## config.mk

```make
export PLATFORM = sky130hd
export DESIGN_NAME = mem_stage_ctrl
export DESIGN_NICKNAME = d
export VERILOG_FILES = /design/src/rtl/cpu_types_pkg.sv /design/src/rtl/mem_stage_ctrl_link_reg.sv /design/src/rtl/mem_stage_ctrl.sv
export SDC_FILE = /design/constraint.sdc
export NUM_CORES = 1
export LEC_CHECK = 0
export BUFFER_PORTS_ARGS = -buffer_cell sky130_fd_sc_hd__buf_4
export CAP_MARGIN = 10
export CORE_ASPECT_RATIO = 2
export CORE_MARGIN = 4
export CORE_UTILIZATION = 45
export CTS_BUF_LIST = sky130_fd_sc_hd__clkbuf_8 sky130_fd_sc_hd__clkbuf_16
export CTS_CLUSTER_SIZE = 12
export DETAILED_ROUTE_END_ITERATION = 6
export HOLD_SLACK_MARGIN = 0.1
export PLACE_DENSITY = 0.8
export SLEW_MARGIN = 20
export SYNTH_ARGS = -nofsm -noshare
export SYNTH_HDL_FRONTEND = slang
export SYNTH_SLANG_ARGS = --single-unit
export TNS_END_PERCENT = 100
```

## constraint.sdc

```tcl
create_clock -name CLK -period 2.2 [get_ports CLK]
set_input_delay 0.33 -clock CLK [delete_from_list [all_inputs] [get_ports CLK]]
set_output_delay 0.33 -clock CLK [all_outputs]
set_load 0.005 [all_outputs]
```

## src/rtl/cpu_types_pkg.sv

```systemverilog
// Shared types for the memory stage: 32-bit word type, MEM-stage FSM states and a
// helper that extracts the word index used for link-address comparisons.
package cpu_types_pkg;

    typedef logic [31:0] word_t;

    typedef enum logic [1:0] {
        IDLE = 2'd0,
        REQ  = 2'd1,
        DONE = 2'd2
    } mem_state_t;

    function automatic logic [29:0] word_idx(input word_t addr);
        return addr[31:2];
    endfunction

endpackage

```

## src/rtl/mem_stage_ctrl_link_reg.sv

```systemverilog
// LL/SC link register: tracks one linked word, cleared by matching stores, matching
// snoop invalidates and by any completed SC; reports whether an SC may succeed.
module link_reg
    import cpu_types_pkg::*;
(
    input  logic        CLK,
    input  logic        nRST,
    input  logic        set_link,
    input  logic [29:0] set_idx,
    input  logic        store_done,
    input  logic [29:0] store_idx,
    input  logic        sc_done,
    input  logic        snoop_inv,
    input  logic [29:0] snoop_idx,
    input  logic [29:0] sc_idx,
    output logic        sc_ok
);

    logic        link_valid_reg;
    logic [29:0] link_addr_reg;
    logic        snoop_hit;
    logic        store_hit;

    assign snoop_hit = snoop_inv && (snoop_idx == link_addr_reg);
    assign store_hit = store_done && (store_idx == link_addr_reg);
    // A snoop arriving in the same cycle as the SC check already kills the link.
    assign sc_ok     = link_valid_reg && (sc_idx == link_addr_reg) && !snoop_hit;

    always_ff @(posedge CLK) begin
        if (nRST) begin
            link_valid_reg <= 1'b0;
            link_addr_reg  <= '0;
        end else if (set_link) begin
            // A fresh link survives unless the same word is invalidated this cycle.
            link_valid_reg <= !(snoop_inv && (snoop_idx == set_idx));
            link_addr_reg  <= set_idx;
        end else if (snoop_hit || store_hit || sc_done) begin
            link_valid_reg <= 1'b0;
        end
    end

endmodule

```

## src/rtl/mem_stage_ctrl.sv

```systemverilog
// MEM-stage controller: issues one dcache request per EX/MEM memory op and stalls
// the pipeline until dhit. LL/SC link tracking is built only with MEM_STAGE_LLSC_EN.
module mem_stage_ctrl
    import cpu_types_pkg::*;
(
    input  logic  CLK,
    input  logic  nRST,
    input  logic  valid_EX_MEM,
    input  logic  dREN_EX_MEM,
    input  logic  dWEN_EX_MEM,
    input  logic  ll_EX_MEM,
    input  logic  sc_EX_MEM,
    input  word_t result_EX_MEM,
    input  word_t dmemstore_EX_MEM,
    input  logic  dhit,
    input  word_t dmemload,
    input  logic  snoop_inv,
    input  word_t snoop_addr,
    output logic  dmemREN,
    output logic  dmemWEN,
    output word_t dmemaddr,
    output word_t dmemstore,
    output word_t dmemload_MEM,
    output logic  enable_EX_MEM,
    output logic  enable_MEM_WB,
    output logic  stall_MEM
);

    mem_state_t state_reg;
    logic       is_load_reg;
    logic       is_store_reg;
    logic       is_sc_reg;
    logic       mem_op;
    logic       is_store_in;
    logic       is_sc_in;
    logic       sc_fail;
    logic       req_done;
    logic       unused_bits;

    assign mem_op      = valid_EX_MEM && (dREN_EX_MEM || dWEN_EX_MEM);
    assign is_store_in = dWEN_EX_MEM && !dREN_EX_MEM;
    assign is_sc_in    = is_store_in && sc_EX_MEM;
    assign req_done    = (state_reg == REQ) && dhit;

`ifdef MEM_STAGE_LLSC_EN
    logic is_ll_reg;
    logic sc_ok;

    link_reg u_link_reg (
        .CLK        (CLK),
        .nRST       (nRST),
        .set_link   (req_done && is_ll_reg),
        .set_idx    (word_idx(dmemaddr)),
        .store_done (req_done && is_store_reg),
        .store_idx  (word_idx(dmemaddr)),
        .sc_done    ((state_reg == DONE) && is_sc_reg),
        .snoop_inv  (snoop_inv),
        .snoop_idx  (word_idx(snoop_addr)),
        .sc_idx     (word_idx(result_EX_MEM)),
        .sc_ok      (sc_ok)
    );

    assign sc_fail     = is_sc_in && !sc_ok;
    assign unused_bits = ^{result_EX_MEM[1:0], snoop_addr[1:0]};
`else
    assign sc_fail     = 1'b0;
    assign unused_bits = ^{result_EX_MEM[1:0], snoop_inv, snoop_addr, ll_EX_MEM};
`endif

    always_ff @(posedge CLK) begin
        if (nRST) begin
            state_reg    <= IDLE;
            dmemREN      <= 1'b0;
            dmemWEN      <= 1'b0;
            dmemaddr     <= '0;
            dmemstore    <= '0;
            dmemload_MEM <= '0;
            is_load_reg  <= 1'b0;
            is_store_reg <= 1'b0;
            is_sc_reg    <= 1'b0;
`ifdef MEM_STAGE_LLSC_EN
            is_ll_reg    <= 1'b0;
`endif
        end else begin
            case (state_reg)
                IDLE: begin
                    if (mem_op) begin
                        dmemaddr     <= {result_EX_MEM[31:2], 2'b00};
                        dmemstore    <= dmemstore_EX_MEM;
                        is_load_reg  <= dREN_EX_MEM;
                        is_store_reg <= is_store_in;
                        is_sc_reg    <= is_sc_in;
`ifdef MEM_STAGE_LLSC_EN
                        is_ll_reg    <= dREN_EX_MEM && ll_EX_MEM;
`endif
                        if (sc_fail) begin
                            dmemload_MEM <= '0;
                            state_reg    <= DONE;
                        end else begin
                            dmemREN   <= dREN_EX_MEM;
                            dmemWEN   <= is_store_in;
                            state_reg <= REQ;
                        end
                    end
                end
                REQ: begin
                    if (dhit) begin
                        dmemREN   <= 1'b0;
                        dmemWEN   <= 1'b0;
                        state_reg <= DONE;
                        if (is_load_reg) begin
                            dmemload_MEM <= dmemload;
                        end else if (is_sc_reg) begin
                            dmemload_MEM <= 32'd1;
                        end
                    end
                end
                DONE: begin
                    state_reg <= IDLE;
                end
                default: begin
                    state_reg <= IDLE;
                end
            endcase
        end
    end

    // Enables are combinational so a non-memory op flows through with no added latency.
    assign enable_EX_MEM = (state_reg == DONE) || ((state_reg == IDLE) && !mem_op);
    assign enable_MEM_WB = enable_EX_MEM;
    assign stall_MEM     = !enable_EX_MEM;

endmodule

```

### Yosys cells after proc, flatten, opt, wreduce, memory -nomap -nowiden

Cells that the tools add are included.

| operators by class | value |
|---|---|
| add/subtract/negate cells | 0 |
| multiply operators | 0 |
| divide/modulo/power cells | 0 |
| magnitude comparators | 0 |
| eq/ne operators | 4 |
| shifts and indexed selects | 0 |
| multiplexer cells | 10 |
| bitwise gates (word level) | 0 |
| reductions and logical operators | 16 |

Operators with widths:

| kind | count |
|---|---|
| $mux W32 | 2 |
| $reduce_and A3 Y1 | 2 |
| $logic_and A1 B1 Y1 | 4 |
| $mux W2 | 2 |
| $ne A2 B2 Y1 const B | 2 |
| $pmux W1 S2 | 2 |
| $pmux W2 S2 | 1 |
| $reduce_and A2 Y1 | 2 |
| $reduce_bool A2 Y1 | 2 |
| $logic_not A1 Y1 | 3 |
| $mux W1 | 3 |
| $eq A2 B1 Y1 const B | 1 |
| $eq A2 B2 Y1 const B | 1 |
| $logic_not A2 Y1 | 1 |
| $logic_or A1 B1 Y1 | 2 |

| word-level totals | value |
|---|---|
| flip-flop bits (word level) | 100 |
| bits in latches | 0 |
| memory bits (writable) | 0 |
| ROM bits | 0 |
| output and inout port bits | 101 |
| logic and storage cells | 38 |
| memories | 0 |

### Logic depth before layout (Yosys ltp)

| depth | value |
|---|---|
| depth after elaboration | 6 |
| gate-level depth with buffers | 6 |

### Worst setup path after synthesis

OpenSTA, ideal clock, no wires.

| timing | value |
|---|---|
| path type | reg-to-output |
| start point | reg state_reg[1] |
| end point | out enable_MEM_WB |
| arrival time | 1197 ps |
| path slack | 673 ps |
| stages on the path, launching flop included | 7 |
| buffers on the path | 3 |
| cell sequence | dfxtp_1 > nand2b_1 > buf_2 > buf_2 > o21ai_1 > inv_1 > buf_4 |

| on the way | value |
|---|---|
| word-level cells in the longest chain between the ends | 3 |

RTL lines:

| what | RTL line | text |
|---|---|---|
| start: declaration | mem_stage_ctrl.sv:29 | `mem_state_t state_reg;` |
| start signal: assignment | mem_stage_ctrl.sv:72 | `state_reg <= IDLE;` |
| start signal: assignment | mem_stage_ctrl.sv:98 | `state_reg <= DONE;` |
| start signal: assignment | mem_stage_ctrl.sv:102 | `state_reg <= REQ;` |
| $logic_not A2 Y1 | mem_stage_ctrl.sv:129 | `assign enable_EX_MEM = (state_reg == DONE) \|\| ((state_reg == IDLE) && !mem_op);` |
| $logic_and A1 B1 Y1 | mem_stage_ctrl.sv:129 |  |
| $logic_or A1 B1 Y1 * | mem_stage_ctrl.sv:129 |  |
| end: declaration | mem_stage_ctrl.sv:25 | `output logic enable_MEM_WB,` |

Mark *: on every way between the ends. The rest lies on a longest branch, timed or not.

### Final worst setup path

Ends and elaborated chain as after synthesis.

==> summary.txt <==
Final layout
  • Fill count: 728
  • Layout Cells excl Fill: 677
  • Antenna Diode Count: 0
  • Ratio of cells with drive above 1 in the final layout: 40.4%
  • Area of the multi-input gates: 1650 sq um
  • Final Util: 66.4%
  • Nets@finish: 709
  • Area grow syn2layout: 44.5%
  • Biggest regs: dmemload_MEM (32), dmemstore (32), dmemaddr (30)
  • Post-route cell area: 5700 sq um
  • Reg area: 2000 sq um

Drt
  • Via Count: 4082
  • Vias per cell: 6.03
  • DR pass1 iterations: 4
  • DR iter-0 viols: 287
  • ANT nets after route: 0
  • DRC errors left: 0
  • Final wirelength: 12.7 mm
  • Wire per inst: 18.8 microns

Logic synthesis
  • Sequential share of the synthesized area: 50.8%
  • Synth cell types: 29
  • Syn Area/Cell: 9.67 sq um
  • Synthesis Warnings: 0
  • Gate Count Post-Synth: 408
  • Ys async rst share: 0%
  • Post-Syn Area: 3940 sq um
  • Top_reg_cell synth: dfxtp_1
  • Post-synth EDFFs: 0
  • Flops & latches, synth: 100

Power
  • Sequential share of power: 45.9%
  • Clk pwr share: 39.6%
  • Switching pwr: 1.00 mW
  • Gate power share: 14.5%
  • Max IR drop VDD: 0.518 mV
  • Power per cell area: 739 nW/um^2
  • Pint: 3.21 mW
  • Pleak: 2.54 nW
  • Sw Ratio: 23.8%
  • Power, Total: 4.21 mW

Clock tree
  • Total CTS buffers: 9
  • Clock buffer depth: 2
  • CTS Hold Bufs: 0
  • Clock Pin Slew Worst Setup and Hold Paths: 0.07 ns
  • CTS tree: built
  • Sink Count: 100
  • H-tree Lvls: 3
  • Clk root buf: clkbuf_16
  • Post-CTS sizing: 0
  • Post CTS Setup Buffer Count: 0
  • Clk_lat worst skew: 0.34 ns

Worst setup path
  • Worst-path maximum fanout: 9
  • Worst endpoint data arrival time: 1.48 ns
  • Startpoint Class: register
  • Worst setup EP type: output port
  • CP required: 1.87 ns
  • WS Path Type: reg2out

STA
  • Setup ws final: 0.386 ns
  • Final hold vios: 0
  • FMAX: 551 MHz
  • Relative slew margins: 66.3%
  • Slew at the pin with the worst max-slew slack: 0.506 ns
  • Setup TNS: 0 ns
  • Slew Limit Fails: 0
  • Tmin final: 1.81 ns
  • Unrepaired setup endpoints after global routing: false
  • Hold_ws: 0.197 ns
  • # setup viols final: 0
  • Setup Skew: 0.00490 ns
  • Tcrit/Tclk final: 82.5%

Floorplan
  • Core area: 8590 sq um
  • Row cnt: 48
  • Die Area: 10400 sq um
  • Die Height: 140 microns
  • Initial Util: 45.9%
  • Chip Width: 74.2 microns
  • I/O Pins: 238

Min path
  • Worst min-delay path class: in2reg

Placed design
  • Worst slack at placement: 0.606 ns
  • Placed Area: 5380 sq um
  • I/O Buffers: 199
  • Dpl cells: 661
  • HPWL Detailed: 9.12 mm
  • Routability congestion estimate: 0.735

GRT
  • Initial antenna violation count: 0
  • Tot GR Track Use: 23.7%
  • Pin count of the biggest net entering global routing: 48
  • Aggregate global routing overflow: 0
  • Number of global-route vias before repair: 3943
  • First-pass GRT wire length: 19.3 mm

Outcome
  • Outcome: finished clean

Job
  • Maxcap violations: 0
[worst paths after layout]
path,startpoint,to,slack [ns],depth (start not counted)
setup / recovery,state_reg[1],enable_MEM_WB,0.39,4
setup reg to reg,state_reg[0],dmemload_MEM[7],0.63,5
hold reg to reg,dmemaddr[15],dmemaddr[15],0.47,2
hold / removal,dmemload[6],dmemload_MEM[6],0.20,2
[Yosys cell counts (2+ instances only)]
cell / n / area share [%]
dfxtp_1: 100 / 51
a21oi_1: 66 / 8.4
nand4_1: 62 / 9.8
o31ai_1: 62 / 12
a22o_1: 31 / 6.9
buf_2: 29 / 3.7
clkbuf_1: 15 / 1.4
buf_4: 6 / 1.1
buf_1: 5 / 0.48
buf_6: 4 / 1.1
inv_1: 3 / 0.29
o21ai_1: 3 / 0.38
nand3_1: 2 / 0.25
nand4b_1: 2 / 0.44
nor2_1: 2 / 0.19
o311ai_0: 2 / 0.44
or2_1: 2 / 0.32
[power groups by stage]
stage / clock [mW] / combinational, mW / sequential, mW
after floorplan: 0 / 0.274 / 1.98
after global placement: 0 / 0.596 / 1.97
after detailed placement: 0 / 0.609 / 1.97
after CTS: 1.69 / 0.613 / 1.93
after global routing: 1.77 / 0.662 / 1.94
final: 1.67 / 0.611 / 1.93
[final cells by class]
cell class / count / share of cell area (%)
Sequential cell: 100 / 35.1
Timing Repair Buffer: 211 / 28.0
Multi-Input combinational cell: 247 / 28.9
Clock inverter: 6 / 1.40
Clock buffer: 10 / 4.19
Tap cell: 100 / 2.19
Inverter: 3 / 0.198
[cells by family after synthesis]
group           synth area share, %
mux                           0.254
flops                          50.8
simple gates                   12.6
buf+inv                        8.15
other cells                  0.0951
compound gates                 28.1
[worst max-delay path, stage by stage, from the launching register on]
cell	delay [ns]
dfxtp_1	0.35
nand2b_2	0.27
o21ai_1	0.25
inv_1	0.11
buf_4	0.15
[metal layers]
metal  global-route usage (%)  share of wire, %  vias to the layer above
met2                     41.2                53                      197
met5                        0                 0                        -
li1                         -                 -                     1906
met4                     12.9               4.4                        0
met1                     25.4                34                     1939
met3                     5.60               8.9                       40
[cells in the final DEF, fill, tap and decap left out, drive strengths merged]
| cell | count |
|---|---|
| buf | 211 |
| dfxtp | 100 |
| a21oi | 66 |
| nand4 | 62 |
| o31ai | 62 |
| a22o | 31 |
| clkbuf | 10 |
| inv | 5 |
| o21ai | 3 |
| o311ai | 3 |
| nand3 | 2 |
| nand4b | 2 |
| conb | 2 |
| bufinv | 2 |
| nor2 | 2 |
| or2 | 2 |
| nand2b | 1 |
| nor2b | 1 |
| and3b | 1 |
| and3 | 1 |
| nand3b | 1 |
| nor3b | 1 |
| nor3 | 1 |
| or3 | 1 |
| nand2 | 1 |
| mux2i | 1 |
| clkinv | 1 |
| clkinvlp | 1 |
Note: power is estimated with default switching activity, not from simulation.
